## src/rtl/mt9d111_axi_lite_master.sv

```systemverilog
// Single-outstanding AXI4-Lite master: one command in, one single-beat write or read out, one response back.
// Optional watchdog: define MT9D111_AXI_LITE_MASTER_TIMEOUT_EN to build the sticky timeout_err counter.
module mt9d111_axi_lite_master #(
  parameter int C_M_AXI_LITE_ADDR_WIDTH = 9,
  parameter int C_M_AXI_LITE_DATA_WIDTH = 32,
  parameter int TIMEOUT_CYCLES          = 1024
) (
  input  logic                                 m_axi_lite_aclk,
  input  logic                                 reset,
  input  logic                                 cmd_valid,
  output logic                                 cmd_ready,
  input  logic                                 cmd_write,
  input  logic [C_M_AXI_LITE_ADDR_WIDTH-1:0]   cmd_addr,
  input  logic [C_M_AXI_LITE_DATA_WIDTH-1:0]   cmd_wdata,
  output logic                                 rsp_valid,
  input  logic                                 rsp_ready,
  output logic [C_M_AXI_LITE_DATA_WIDTH-1:0]   rsp_rdata,
  output logic [1:0]                           rsp_resp,
  output logic                                 m_axi_lite_awvalid,
  input  logic                                 m_axi_lite_awready,
  output logic [C_M_AXI_LITE_ADDR_WIDTH-1:0]   m_axi_lite_awaddr,
  output logic                                 m_axi_lite_wvalid,
  input  logic                                 m_axi_lite_wready,
  output logic [C_M_AXI_LITE_DATA_WIDTH-1:0]   m_axi_lite_wdata,
  output logic [C_M_AXI_LITE_DATA_WIDTH/8-1:0] m_axi_lite_wstrb,
  input  logic                                 m_axi_lite_bvalid,
  output logic                                 m_axi_lite_bready,
  input  logic [1:0]                           m_axi_lite_bresp,
  output logic                                 m_axi_lite_arvalid,
  input  logic                                 m_axi_lite_arready,
  output logic [C_M_AXI_LITE_ADDR_WIDTH-1:0]   m_axi_lite_araddr,
  input  logic                                 m_axi_lite_rvalid,
  output logic                                 m_axi_lite_rready,
  input  logic [C_M_AXI_LITE_DATA_WIDTH-1:0]   m_axi_lite_rdata,
  input  logic [1:0]                           m_axi_lite_rresp,
  output logic                                 busy,
  output logic                                 timeout_err,
  output logic [2:0]                           fsm_state
);

  typedef enum logic [2:0] {
    IDLE    = 3'd0,
    WR_AW_W = 3'd1,
    WR_B    = 3'd2,
    RD_AR   = 3'd3,
    RD_R    = 3'd4,
    RSP     = 3'd5
  } state_t;

  // Every channel is valid/ready: a transfer happens on a rising edge where both are high;
  // a valid, once raised, is held with stable payload until that edge.
  state_t                               state;
  logic   [C_M_AXI_LITE_ADDR_WIDTH-1:0] addr_q;

  assign fsm_state         = state;
  assign m_axi_lite_awaddr = addr_q;
  assign m_axi_lite_araddr = addr_q;
  assign m_axi_lite_wstrb  = '1;

  always_ff @(posedge m_axi_lite_aclk) begin
    if (reset) begin
      state              <= IDLE;
      addr_q             <= '0;
      cmd_ready          <= 1'b0;
      busy               <= 1'b0;
      rsp_valid          <= 1'b0;
      rsp_rdata          <= '0;
      rsp_resp           <= 2'b00;
      m_axi_lite_awvalid <= 1'b0;
      m_axi_lite_wvalid  <= 1'b0;
      m_axi_lite_wdata   <= '0;
      m_axi_lite_bready  <= 1'b0;
      m_axi_lite_arvalid <= 1'b0;
      m_axi_lite_rready  <= 1'b0;
    end else begin
      case (state)
        IDLE: begin
          if (cmd_valid && cmd_ready) begin
            addr_q           <= cmd_addr;
            m_axi_lite_wdata <= cmd_wdata;
            cmd_ready        <= 1'b0;
            busy             <= 1'b1;
            if (cmd_write) begin
              m_axi_lite_awvalid <= 1'b1;
              m_axi_lite_wvalid  <= 1'b1;
              state              <= WR_AW_W;
            end else begin
              m_axi_lite_arvalid <= 1'b1;
              state              <= RD_AR;
            end
          end else begin
            cmd_ready <= 1'b1;
          end
        end
        WR_AW_W: begin
          // Address and data handshakes complete independently, in either order or together.
          if (m_axi_lite_awvalid && m_axi_lite_awready) m_axi_lite_awvalid <= 1'b0;
          if (m_axi_lite_wvalid && m_axi_lite_wready)   m_axi_lite_wvalid  <= 1'b0;
          if ((!m_axi_lite_awvalid || m_axi_lite_awready) &&
              (!m_axi_lite_wvalid  || m_axi_lite_wready)) begin
            m_axi_lite_bready <= 1'b1;
            state             <= WR_B;
          end
        end
        WR_B: begin
          if (m_axi_lite_bvalid) begin
            rsp_resp          <= m_axi_lite_bresp;
            rsp_rdata         <= '0;
            m_axi_lite_bready <= 1'b0;
            rsp_valid         <= 1'b1;
            state             <= RSP;
          end
        end
        RD_AR: begin
          if (m_axi_lite_arready) begin
            m_axi_lite_arvalid <= 1'b0;
            m_axi_lite_rready  <= 1'b1;
            state              <= RD_R;
          end
        end
        RD_R: begin
          if (m_axi_lite_rvalid) begin
            rsp_rdata         <= m_axi_lite_rdata;
            rsp_resp          <= m_axi_lite_rresp;
            m_axi_lite_rready <= 1'b0;
            rsp_valid         <= 1'b1;
            state             <= RSP;
          end
        end
        RSP: begin
          if (rsp_ready) begin
            rsp_valid <= 1'b0;
            busy      <= 1'b0;
            cmd_ready <= 1'b1;
            state     <= IDLE;
          end
        end
        default: state <= IDLE;
      endcase
    end
  end

`ifdef MT9D111_AXI_LITE_MASTER_TIMEOUT_EN
  localparam int TW = $clog2(TIMEOUT_CYCLES + 1);

  state_t          prev_state;
  logic   [TW-1:0] timer;
  logic   [TW-1:0] cnt_next;
  logic            waiting;

  // The cycle of a state change counts as the first cycle in the new state.
  always_comb begin
    waiting  = (state == WR_AW_W) || (state == WR_B) || (state == RD_AR) || (state == RD_R);
    cnt_next = (state != prev_state) ? TW'(1) : timer + TW'(1);
  end

  always_ff @(posedge m_axi_lite_aclk) begin
    if (reset) begin
      prev_state  <= IDLE;
      timer       <= '0;
      timeout_err <= 1'b0;
    end else begin
      prev_state <= state;
      if (!waiting) begin
        timer <= '0;
      end else if ((state != prev_state) || (timer != TW'(TIMEOUT_CYCLES))) begin
        timer <= cnt_next;
        if (cnt_next == TW'(TIMEOUT_CYCLES)) timeout_err <= 1'b1;
      end
    end
  end
`else
  // Without the watchdog the limit has no effect; the flag is a constant zero.
  assign timeout_err = 1'b0 & (TIMEOUT_CYCLES == 0);
`endif

endmodule

```

## config.mk

```make
export PLATFORM = sky130hd
export DESIGN_NAME = mt9d111_axi_lite_master
export DESIGN_NICKNAME = d
export VERILOG_FILES = /design/src/rtl/mt9d111_axi_lite_master.sv
export SDC_FILE = /design/constraint.sdc
export NUM_CORES = 1
export LEC_CHECK = 0
export ABC_AREA = 1
export BUFFER_PORTS_ARGS = -buffer_cell sky130_fd_sc_hd__buf_2
export CAP_MARGIN = 20
export CORE_ASPECT_RATIO = 0.5
export CORE_UTILIZATION = 44
export DETAILED_ROUTE_END_ITERATION = 7
export MAX_ROUTING_LAYER = met4
export PLACE_DENSITY = 0.8
export SLEW_MARGIN = 20
export SYNTH_ARGS = -nofsm -noshare
export SYNTH_HDL_FRONTEND = slang
export SYNTH_SLANG_ARGS = --single-unit
export TNS_END_PERCENT = 30
```

## constraint.sdc

```tcl
create_clock -name m_axi_lite_aclk -period 1.67 [get_ports m_axi_lite_aclk]
set_input_delay 0.334 -clock m_axi_lite_aclk [delete_from_list [all_inputs] [get_ports m_axi_lite_aclk]]
set_output_delay 0.334 -clock m_axi_lite_aclk [all_outputs]
set_load 0.03 [all_outputs]
```

==> results.md <==
- Outcome: finished with violations
- Failing checks: DRC
- Core box area: 6990 um^2
- Peak supply drop: 0.000850 V
- Mapped Avg Cell Area: 7.86 um^2
- NumNets Final: 676
- Maxcap violations: 0
- Hold Slack: 0.249 ns
- Setup Skew: 0.00590 ns
- ANT cells: 0
- Remaining Overflow, GRT: 0
- Lkg Pwr: 2.24 nW
- CTS root buf: clkbuf_16
- Port Buf Inserts: 181
- Most frequent cells in the layout: buf_2, nand2_1, dfxtp_1
- Most common cell after layout, fill and taps aside: buf_2
- RSZ-0062 raised after global routing: no
- I/O pins: 187
- CTS Hold Buffers Added: 0
- Hold Path End: m_axi_lite_wdata[7]
- Die X: 125 um
- Register bit total from synthesis: 86
- Setup Viol. Count Final: 0
- Tot GR Track Use: 21.3%
- Startpoint Class: register
- Worst-path maximum fanout: 36
- Gate Count Post-Synth: 422
- Cell mode on critical path: nand2_1
- Critical path data arrival time: 1.68 ns
- Drt pass-1 iters: 6
- Die ar.: 7910 um^2
- Worst Hold Depth: 3
- CP endpoint kind: register
- CP max stage delay: 0.44 ns
- Vias per cell: 4.80
- Worst Reg-to-Reg Cells: 8
- Hold Startpoint: cmd_wdata[7]
- YS warnings: 0
- DRC Markers: 20
- Largest net degree at the start of global routing: 70
- F_max: 674 MHz
- # resized after CTS: 0
- Seq/Total Area, Yosys: 51.9%
- Crit path buffers/inverters: 2
- PD cells: 1490 nW/um^2
- HP Class: in -> reg
- Crit path time final: 1.48 ns
- Post-Syn Area: 3320 um^2
- Critical R2R Capture: rsp_rdata[29]
- Initial DRC Count: 221
- Yosys top cell area share: 51.9%
- Row cnt: 21
- Slew Viols, Final: 0
- Distinct cells, synth: 19
- DP HPWL: 5.70 mm
- CTS H-tree lvls: 3
- Area grow syn2layout: 37.2%
- Slowest cell on crit path: dfxtp_1
- Vias in the first global route: 3038
- Crit Path Class: reg -> reg
- # Post-CTS Setup Buffers: 0
- Critical path required time: 1.87 ns
- Worst R2R Start: fsm_state[1]
- TritonCTS Buffers: 9
- DR WL/cell: 11.7 um
- Area leader, netlist: dfxtp_1
- Routability congestion estimate: 0.952
- Layout cells sized above 1: 36.5%
- Largest delay share family, worst path: simple AND/OR/NAND/NOR gates
- Skew-Pair Late Insertion Delay: 0.32 ns
- CTS Sinks: 86
- Clock-pin slew on the worst setup and hold paths: 0.06 ns
- CTS max path bufs: 2
- Worst-path cell chain: inv_2 > nor2_2 > nand2_1 > nand2_1 > nand3_4 > buf_12 > a22oi_1 > nor2_1
- Worst reg2reg setup slack: 0.19 ns
- Synth area leaders: dfxtp_1, nand2_1, a21oi_1, a22oi_1, nor2_1
- First-pass GRT wire length: 13.2 mm
- Initial antenna violation count: 0
- Final Hold Violating Endpoints: 0
- Setup TNS: 0 ns
- Vias post-DR: 3294
- Initial Utilization: 47.4%
- Die Height: 63.4 um
- Fin crit share: 88.9%
- Routed wire length: 8.00 mm
- Post-route ant nets: 0
- CTS tree: done
[flip-flops by register name (all words and copies together), names as in the netlist, 2 cells and up]
register / flops
rsp_rdata: 32
fsm_state: 3
rsp_resp: 2
m_axi_lite_wdata: 32
m_axi_lite_araddr: 9
[area by class of cell]
class                      instances  area, um^2
fill                             632        2440
sequential                        86        1720
timing repair buffer             191        1020
clock inverter                     5        81.3
tap                               92         115
clock buffer                      11         243
inverter                          18        67.6
multi-input combinational        283        1300
[where the power goes]
group / internal [mW] / leakage (nW) / switching (mW)
combinational: 0.719 / 1.39 / 1.49
clock: 1.35 / 0.156 / 0.766
sequential: 2.30 / 0.697 / 0.151
total: 4.38 / 2.24 / 2.41
[worst min-delay path: stages]
cell and delay [ns]:
buf_2 0.09, nand2_1 0.05, a21oi_1 0.05
[kinds of logic (layout without fill, tap and decap cells)]
group / Yosys count / after routing / synth area share (%)
flops: 86 / 86 / 51.9
compound gates: 93 / 93 / 16.5
other cells: 2 / 5 / 0.226
simple gates: 185 / 185 / 22.3
buf+inv: 56 / 225 / 9.13
[metrics by stage]
step           instance area (um^2)  std cells  worst slack [ns]  total power [mW]  utilization (%)
2_1_floorplan                  3330        425             0.118              4.13                -
3_3_place_gp                   4230        670             0.227              4.69             60.5
3_5_place_dp                   4230        670             0.172              4.72             60.5
4_1_cts                        4550        686             0.155              6.84             65.1
5_1_grt                        4550        686            0.0138              7.18             65.1
6_report                       4550        686             0.186              6.78             65.1
[how the worst max path moves through the flow]
| stage | slack, ns | cells past startpoint | to | startpoint |
|---|---|---|---|---|
| 5_1_grt | 0.01 | 8 | rsp_rdata[27] | fsm_state[1] |
| 2_1_floorplan | 0.12 | 8 | rsp_rdata[0] | fsm_state[1] |
| 4_1_cts | 0.15 | 8 | rsp_rdata[29] | fsm_state[2] |
| 3_5_place_dp | 0.17 | 8 | rsp_rdata[29] | fsm_state[2] |
| 6_report | 0.19 | 8 | rsp_rdata[29] | fsm_state[1] |
| 3_3_place_gp | 0.23 | 6 | rsp_rdata[2] | fsm_state[1] |
[routing by layer]
layer | share of wire [%] | global-route usage [%] | vias up
li1 | - | - | 1689
met1 | 45 | 23.5 | 1476
met2 | 48 | 38.1 | 117
met3 | 5.6 | 5.44 | 12
met4 | 1.6 | 6.64 | 0
met5 | 0 | - | -
[Yosys cell counts]
library cell,number
nand3_4,1
inv_1,14
buf_1,1
buf_2,11
nor2_1,44
and2_1,1
conb_1,2
inv_2,4
nor2_2,4
nand2_2,1
nand3_1,12
a22oi_1,32
dfxtp_1,86
o21ai_0,10
clkbuf_1,8
buf_4,15
nand2_1,122
buf_6,3
a21oi_1,51
Power figures use the tool's default switching activity.
